<file path="src/rtl/patch_scan_ctrl_if.sv">
// Handshake and address bundle between the patch scan sequencer and the 3x3 patch latch.
// i_* signals flow into the sequencer, o_* signals flow out of it.
interface patch_scan_ctrl_if #(
   parameter int ADDR_W = 10
) ();
   logic              i_start;
   logic              i_ready;
   logic [ADDR_W-1:0] o_pixel_addr [9];
   logic              o_load;
   logic              o_load_full_patch;
   logic              o_patch_valid;
   logic [ADDR_W-1:0] o_out_row;
   logic [ADDR_W-1:0] o_out_col;
   logic              o_busy;
   logic              o_done;

   modport master (
      input  i_start, i_ready,
      output o_pixel_addr, o_load, o_load_full_patch, o_patch_valid,
             o_out_row, o_out_col, o_busy, o_done
   );

   modport slave (
      output i_start, i_ready,
      input  o_pixel_addr, o_load, o_load_full_patch, o_patch_valid,
             o_out_row, o_out_col, o_busy, o_done
   );
endinterface

</file>
<file path="src/rtl/patch_scan_ctrl.sv">
// Walks a 3x3 window column by column over the image, issuing nine pixel addresses
// and latch strobes, then holds each patch valid until downstream accepts it.
module patch_scan_ctrl #(
   parameter int IMG_W  = 28,
   parameter int IMG_H  = 28,
   parameter int ADDR_W = 10
) (
   input  logic            clk,
   input  logic            rst,
   patch_scan_ctrl_if.master bus
);
   localparam logic [2:0] S_IDLE  = 3'd0;
   localparam logic [2:0] S_ADDR  = 3'd1;
   localparam logic [2:0] S_LOAD  = 3'd2;
   localparam logic [2:0] S_VALID = 3'd3;
   localparam logic [2:0] S_DONE  = 3'd4;

   localparam logic [ADDR_W-1:0] W_IMG    = ADDR_W'(IMG_W);
   localparam logic [ADDR_W-1:0] LAST_ROW = ADDR_W'(IMG_H - 3);
   localparam logic [ADDR_W-1:0] LAST_COL = ADDR_W'(IMG_W - 3);

   logic [2:0]        r_state, w_state_next;
   logic [ADDR_W-1:0] r_row, w_row_next;
   logic [ADDR_W-1:0] r_col, w_col_next;
   logic              r_full, w_full_next;
   logic [ADDR_W-1:0] r_addr      [9];
   logic [ADDR_W-1:0] w_addr_next [9];

   always_comb begin
      w_state_next = r_state;
      w_row_next   = r_row;
      w_col_next   = r_col;
      w_full_next  = r_full;
      case (r_state)
         S_IDLE: begin
            if (bus.i_start) begin
               w_state_next = S_ADDR;
               w_row_next   = '0;
               w_col_next   = '0;
               w_full_next  = 1'b1;
            end
         end
         S_ADDR:  w_state_next = S_LOAD;
         S_LOAD:  w_state_next = S_VALID;
         S_VALID: begin
            if (bus.i_ready) begin
               if (r_row == LAST_ROW && r_col == LAST_COL) begin
                  w_state_next = S_DONE;
               end else if (r_row == LAST_ROW) begin
                  // New column: the latch has nothing to shift from, so reload all nine
                  w_state_next = S_ADDR;
                  w_row_next   = '0;
                  w_col_next   = r_col + 1'b1;
                  w_full_next  = 1'b1;
               end else begin
                  w_state_next = S_ADDR;
                  w_row_next   = r_row + 1'b1;
                  w_full_next  = 1'b0;
               end
            end
         end
         S_DONE:  w_state_next = S_IDLE;
         default: w_state_next = S_IDLE;
      endcase
   end

   always_ff @(posedge clk) begin
      if (!rst) begin
         r_state <= S_IDLE;
         r_row   <= '0;
         r_col   <= '0;
         r_full  <= 1'b1;
      end else begin
         r_state <= w_state_next;
         r_row   <= w_row_next;
         r_col   <= w_col_next;
         r_full  <= w_full_next;
      end
   end

   // Addresses are computed from the upcoming window origin and only change on entry to ADDR
   generate
      for (genvar gi = 0; gi < 9; gi++) begin : g_addr
         assign w_addr_next[gi] = (w_row_next + ADDR_W'(gi / 3)) * W_IMG
                                + w_col_next + ADDR_W'(gi % 3);

         always_ff @(posedge clk) begin
            if (!rst) begin
               r_addr[gi] <= '0;
            end else if (w_state_next == S_ADDR) begin
               r_addr[gi] <= w_addr_next[gi];
            end
         end

         assign bus.o_pixel_addr[gi] = r_addr[gi];
      end
   endgenerate

   assign bus.o_load            = (r_state == S_LOAD);
   assign bus.o_load_full_patch = (r_state == S_LOAD) && r_full;
   assign bus.o_patch_valid     = (r_state == S_VALID);
   assign bus.o_out_row         = (r_state == S_VALID) ? r_row : '0;
   assign bus.o_out_col         = (r_state == S_VALID) ? r_col : '0;
   assign bus.o_busy            = (r_state == S_ADDR) || (r_state == S_LOAD) || (r_state == S_VALID);
   assign bus.o_done            = (r_state == S_DONE);
endmodule

</file>
<file path="src/flat_wrapper.sv">
// flat-port wrapper written by rule: the top's interface ports become plain ports
module patch_scan_ctrl_flat 
#(
   parameter int IMG_W  = 28,
   parameter int IMG_H  = 28,
   parameter int ADDR_W = 10
)
  (clk, rst, bus_i_start, bus_i_ready, bus_o_pixel_addr, bus_o_load, bus_o_load_full_patch, bus_o_patch_valid, bus_o_out_row, bus_o_out_col, bus_o_busy, bus_o_done);
  patch_scan_ctrl_if #(.ADDR_W(ADDR_W)) bus_i ();
  input  logic clk;
  input  logic rst;
  input wire logic [$bits(bus_i.i_start)-1:0] bus_i_start;
  input wire logic [$bits(bus_i.i_ready)-1:0] bus_i_ready;
  output wire logic [$bits(bus_i.o_pixel_addr)-1:0] bus_o_pixel_addr;
  output wire logic [$bits(bus_i.o_load)-1:0] bus_o_load;
  output wire logic [$bits(bus_i.o_load_full_patch)-1:0] bus_o_load_full_patch;
  output wire logic [$bits(bus_i.o_patch_valid)-1:0] bus_o_patch_valid;
  output wire logic [$bits(bus_i.o_out_row)-1:0] bus_o_out_row;
  output wire logic [$bits(bus_i.o_out_col)-1:0] bus_o_out_col;
  output wire logic [$bits(bus_i.o_busy)-1:0] bus_o_busy;
  output wire logic [$bits(bus_i.o_done)-1:0] bus_o_done;
  assign bus_i.i_start = bus_i_start;
  assign bus_i.i_ready = bus_i_ready;
  assign bus_o_pixel_addr = {>>{bus_i.o_pixel_addr}};
  assign bus_o_load = bus_i.o_load;
  assign bus_o_load_full_patch = bus_i.o_load_full_patch;
  assign bus_o_patch_valid = bus_i.o_patch_valid;
  assign bus_o_out_row = bus_i.o_out_row;
  assign bus_o_out_col = bus_i.o_out_col;
  assign bus_o_busy = bus_i.o_busy;
  assign bus_o_done = bus_i.o_done;
  patch_scan_ctrl #(.IMG_W(IMG_W), .IMG_H(IMG_H), .ADDR_W(ADDR_W)) u_core (.clk(clk), .rst(rst), .bus(bus_i));
endmodule
</file>
<file path="config.mk">
export PLATFORM = sky130hd
export DESIGN_NAME = patch_scan_ctrl_flat
export DESIGN_NICKNAME = d
export VERILOG_FILES = /design/src/rtl/patch_scan_ctrl_if.sv /design/src/rtl/patch_scan_ctrl.sv /design/src/flat_wrapper.sv
export SDC_FILE = /design/constraint.sdc
export NUM_CORES = 1
export LEC_CHECK = 0
export CORE_MARGIN = 2
export CORE_UTILIZATION = 30
export CTS_CLUSTER_SIZE = 24
export DETAILED_ROUTE_END_ITERATION = 10
export GPL_TIMING_DRIVEN = 0
export MAX_ROUTING_LAYER = met4
export SYNTH_ARGS = -nofsm -noshare
export SYNTH_HDL_FRONTEND = slang
export SYNTH_SLANG_ARGS = --single-unit
</file>
<file path="constraint.sdc">
create_clock -name clk -period 10.51 [get_ports clk]
set_input_delay 1.051 -clock clk [delete_from_list [all_inputs] [get_ports clk]]
set_output_delay 1.051 -clock clk [all_outputs]
set_load 0.01 [all_outputs]
</file>
==> parameters.txt <==
Parameter                              Value

Die
  Die Y    158 microns
  Initial core utilization    0.304
  Cell Rows    56
  Area of the core    0.0233 sq mm
  Area enclosed by the die boundary    0.0249 sq mm
  Width of the die    158 microns
  IO Count    119

Synth
  Number of synthesized register bits    98
  Dominant synthesized flop cell    edfxtp_1
  Post-Synth Adder-Cell Area    0.135
  Share of the yosys chip area belonging to registers    0.382
  Portion of netlist area occupied by mux cells    0.00159
  Ys async rst share    0
  Top cells by area, synth    edfxtp_1 31%, ha_1 9.0%, xnor2_1 7.7%, dfxtp_1 6.8%, fa_1 4.5%
  Post-synth design cell area    0.00708 sq mm
  Cells after Synth    723
  Per-instance average area after synthesis    9.80 sq um
  Library cells used by synthesis    66
  Cell type contributing the most total cell area after synthesis    edfxtp_1
  Number of warning messages in the yosys log    0
  Top cell type's share of synthesized area    0.314
  Share of synthesized cell area in and, or, nand and nor gates    0.190
  Count of flip-flops with a built-in enable after synthesis    74
  Combinational family with the most area after synthesis    simple AND/OR/NAND/NOR gates
  Parity-gate share of the synthesized area counting xor and xnor cells    0.128
  Synthesized-area fraction occupied by ao, oa, aoi and oai cells    0.109
  Net Count, Synth    794

GRT
  Antenna violations before repair    0
  Global-route wire length before repair    27.3 mm
  Remaining global-route overflow    0
  Vias in the first global route    5142
  Largest net degree at the start of global routing    48
  Tot GR Track Use    0.147

Timing
  Final number of hold-violating endpoints    0
  Total negative slack for setup checks    0 ns
  Clock skew    0.00809 ns
  Peak clock frequency supported by timing    0.144 GHz
  Final hold slack    0.512 ns
  Post-layout min period    6.93 ns
  Max transition margin    0.133
  Crit path setup slack, layout    3.58 ns
  Slew Limit Fails    0
  RSZ-0062 raised after global routing    no
  Setup-failing EPs final    0
  Final Cycle Share    0.659
  Least-Margin Pin Slew    1.29 ns

Place
  Global placer's final weighted congestion    0.848
  Pre-CTS WS    3.19 ns
  Cell area after placement    0.00869 sq mm
  Detail Placement HPWL    13.3 mm
  I/O Buffers    117

Worst setup path
  Data required, critical path    10.62 ns
  Standard cell with the maximum stage delay on the critical path    clkdlybuf4s50_1
  Setup Crit Path Kind    input port to register
  Critical Path End Type    register
  WP depth    23
  Maximum fanout count along the critical path    9
  Worst setup path endpoint    u_core.r_addr[4][9]
  Worst r2r src    u_core.r_row[0]
  Worst-path cell chain    clkdlybuf4s50_1 > or3b_4 > a21o_2 > a31o_4 > nand2_1 > o21a_1 > buf_2 > inv_1 > ha_1 > xnor2_1 > fa_1 > inv_1 > ha_1 > a21oi_1 > xnor2_1 > ha_1 > and2_1 > a311oi_1 > a21oi_1 > xnor3_1 > xor3_2 > xnor2_1 > nor2_1
  Arrival time at the worst endpoint    7.04 ns
  Kind of start point of the critical path    input port
  FF-to-FF path depth    23
  Worst r2r dst    u_core.r_addr[4][9]
  Buf/Inv on CP    4
  CP delay by family, top    XOR/XNOR gates
  CP max stage delay    0.49 ns
  Slack of the worst reg-to-reg path    4.23 ns
  Launching instance or port of the critical path    bus_i_start

Route
  Post-Route WL    17.5 mm
  Average detailed-routed wire length per instance    14.9 microns
  Count of routing violations after the opening detailed-route iteration    353
  Number of antenna-violating nets in the routed design    0
  Detailed-route DRC error count    0
  Detailed-router iteration count before antenna repair    4
  Via count of the routed design    5398
  Via-per-instance ratio    4.59

Clocking
  Number of H-tree levels    3
  Number of buffers between clock root and the deepest sink    2
  Number of buffers created by CTS    9
  Clock latency of the later-clocked register in the worst-skew pair    0.36 ns
  Post-CTS clock slew at the launch and capture registers of the worst setup and hold paths    0.07 ns
  # hold bufs at CTS    0
  Number of resized instances in the post-cts repair step    0
  TritonCTS clock tree    done
  Cell at the root of the clock tree    clkbuf_16
  Number of clock sinks seen by CTS    98
  Post-CTS Setup Inserts    0

Finish
  Ratio of cells with drive above 1 in the final layout    0.0758
  Sequential standard cell area    0.00270 sq mm
  Post-layout utilization of the core    0.385
  Number of fillers in the final layout    2345
  Multi-input gate area    0.00400 sq mm
  Layout Cell Area excl Fill    0.00898 sq mm
  Growth of design area from synthesis to finish    26.7%
  Number of nets in the layout    924
  Number of diodes added for antenna fixing    0

Power and ir drop
  Leakage power of the design    3.63 nW
  Power density normalized to cell area    106 mW/mm^2
  Peak supply drop    0.0706 mV

Min path
  Startpoint of the lowest-slack hold path    u_core.r_full
  Worst Hold Class    register to register

Run status
  Status    finished, final reports clean

Run
  Total of max-cap violations    0
-- per-stage QoR --
| step | total power, W | std cells |
|---|---|---|
| 2_1_floorplan | 0.000551 | 723 |
| 3_3_place_gp | 0.000637 | 1159 |
| 3_5_place_dp | 0.000638 | 1161 |
| 4_1_cts | 0.000963 | 1177 |
| 5_1_grt | 0.000992 | 1177 |
| 6_report | 0.000951 | 1177 |
-- synth_stat cells, types with 4 or more instances --
| cell | count |
|---|---|
| a21o_1 | 9 |
| a21oi_1 | 36 |
| a31oi_1 | 4 |
| and2_1 | 51 |
| and3_1 | 12 |
| buf_2 | 8 |
| buf_4 | 19 |
| clkbuf_1 | 12 |
| dfxtp_1 | 24 |
| edfxtp_1 | 74 |
| fa_1 | 16 |
| ha_1 | 51 |
| inv_1 | 37 |
| nand2_1 | 42 |
| nand3_1 | 23 |
| nand4_1 | 10 |
| nor2_1 | 82 |
| nor2b_1 | 5 |
| nor3_1 | 9 |
| nor4_1 | 4 |
| o21a_1 | 4 |
| o21ai_0 | 30 |
| o21bai_1 | 5 |
| or3_1 | 8 |
| xnor2_1 | 62 |
| xor2_1 | 28 |
-- worst min-delay path, stage by stage, from the launching register on --
cell and delay (ns):
dfxtp_1 0.35, a21oi_1 0.07, nand2_1 0.06
-- sequential cells by signal, indices dropped and copies added, names as in the netlist, named ones only --
signal / flops
u_core.r_full: 1
u_core.r_row: 8
u_core.r_col: 10
u_core.r_addr: 74
u_core.r_state: 3
-- cell families (layout without fill, tap and decap cells) --
| logic type | count (synthesis) | in the layout |
|---|---|---|
| AND/OR/NAND/NOR | 265 | 265 |
| AO/OA/AOI/OAI | 118 | 118 |
| flip-flops | 98 | 98 |
| XOR/XNOR | 95 | 95 |
| buffers and inverters | 79 | 214 |
| adder cells (fa/ha/maj) | 67 | 67 |
| multiplexers | 1 | 1 |
-- cell usage in the layout, fill, tap and decap left out, types with 10 or more instances in the layout --
cell,count
xnor2_1,62
edfxtp_1,74
clkdlybuf4s50_1,117
nor2_1,82
dfxtp_1,24
clkbuf_1,12
nand3_1,23
nand2_1,41
and2_1,51
and3_1,12
nand4_1,10
xor2_1,28
fa_1,16
ha_1,51
inv_1,37
a21oi_1,36
buf_4,19
o21ai_0,30
-- worst min-delay path by stage --
| stage | endpoint | slack (ns) | cells past startpoint |
|---|---|---|---|
| 4_1_cts | u_core.r_full | 0.53 | 2 |
| 3_3_place_gp | u_core.r_full | 0.50 | 2 |
| 5_1_grt | u_core.r_full | 0.54 | 2 |
| 3_5_place_dp | u_core.r_full | 0.51 | 2 |
| 6_report | u_core.r_full | 0.51 | 2 |
| 2_1_floorplan | u_core.r_full | 0.43 | 2 |
-- power by group --
part	internal (W)	switching, W
logic	0.0000853	0.0000854
clock network	0.000165	0.000159
registers	0.000447	0.00000918
-- cell type report --
class,instances,share of cell area
plain buffers,42,0.0276
clock buffers,9,0.0251
clock inverters,7,0.00655
inverters,37,0.0155
multi-input cells,546,0.446
flip-flops and latches,98,0.301
well taps,319,0.0445
repair buffers,119,0.134
-- routing by layer --
layer / vias to the layer above / routed length (microns) / part of all wire / GRT usage
met5: - / 0 / 0 / -
met4: 0 / 231 / 0.013 / 0.0307
met3: 15 / 891 / 0.051 / 0.0328
met2: 118 / 8170 / 0.47 / 0.235
met1: 2504 / 8190 / 0.47 / 0.191
li1: 2761 / - / - / -
Note: power is estimated with default switching activity, not from simulation.
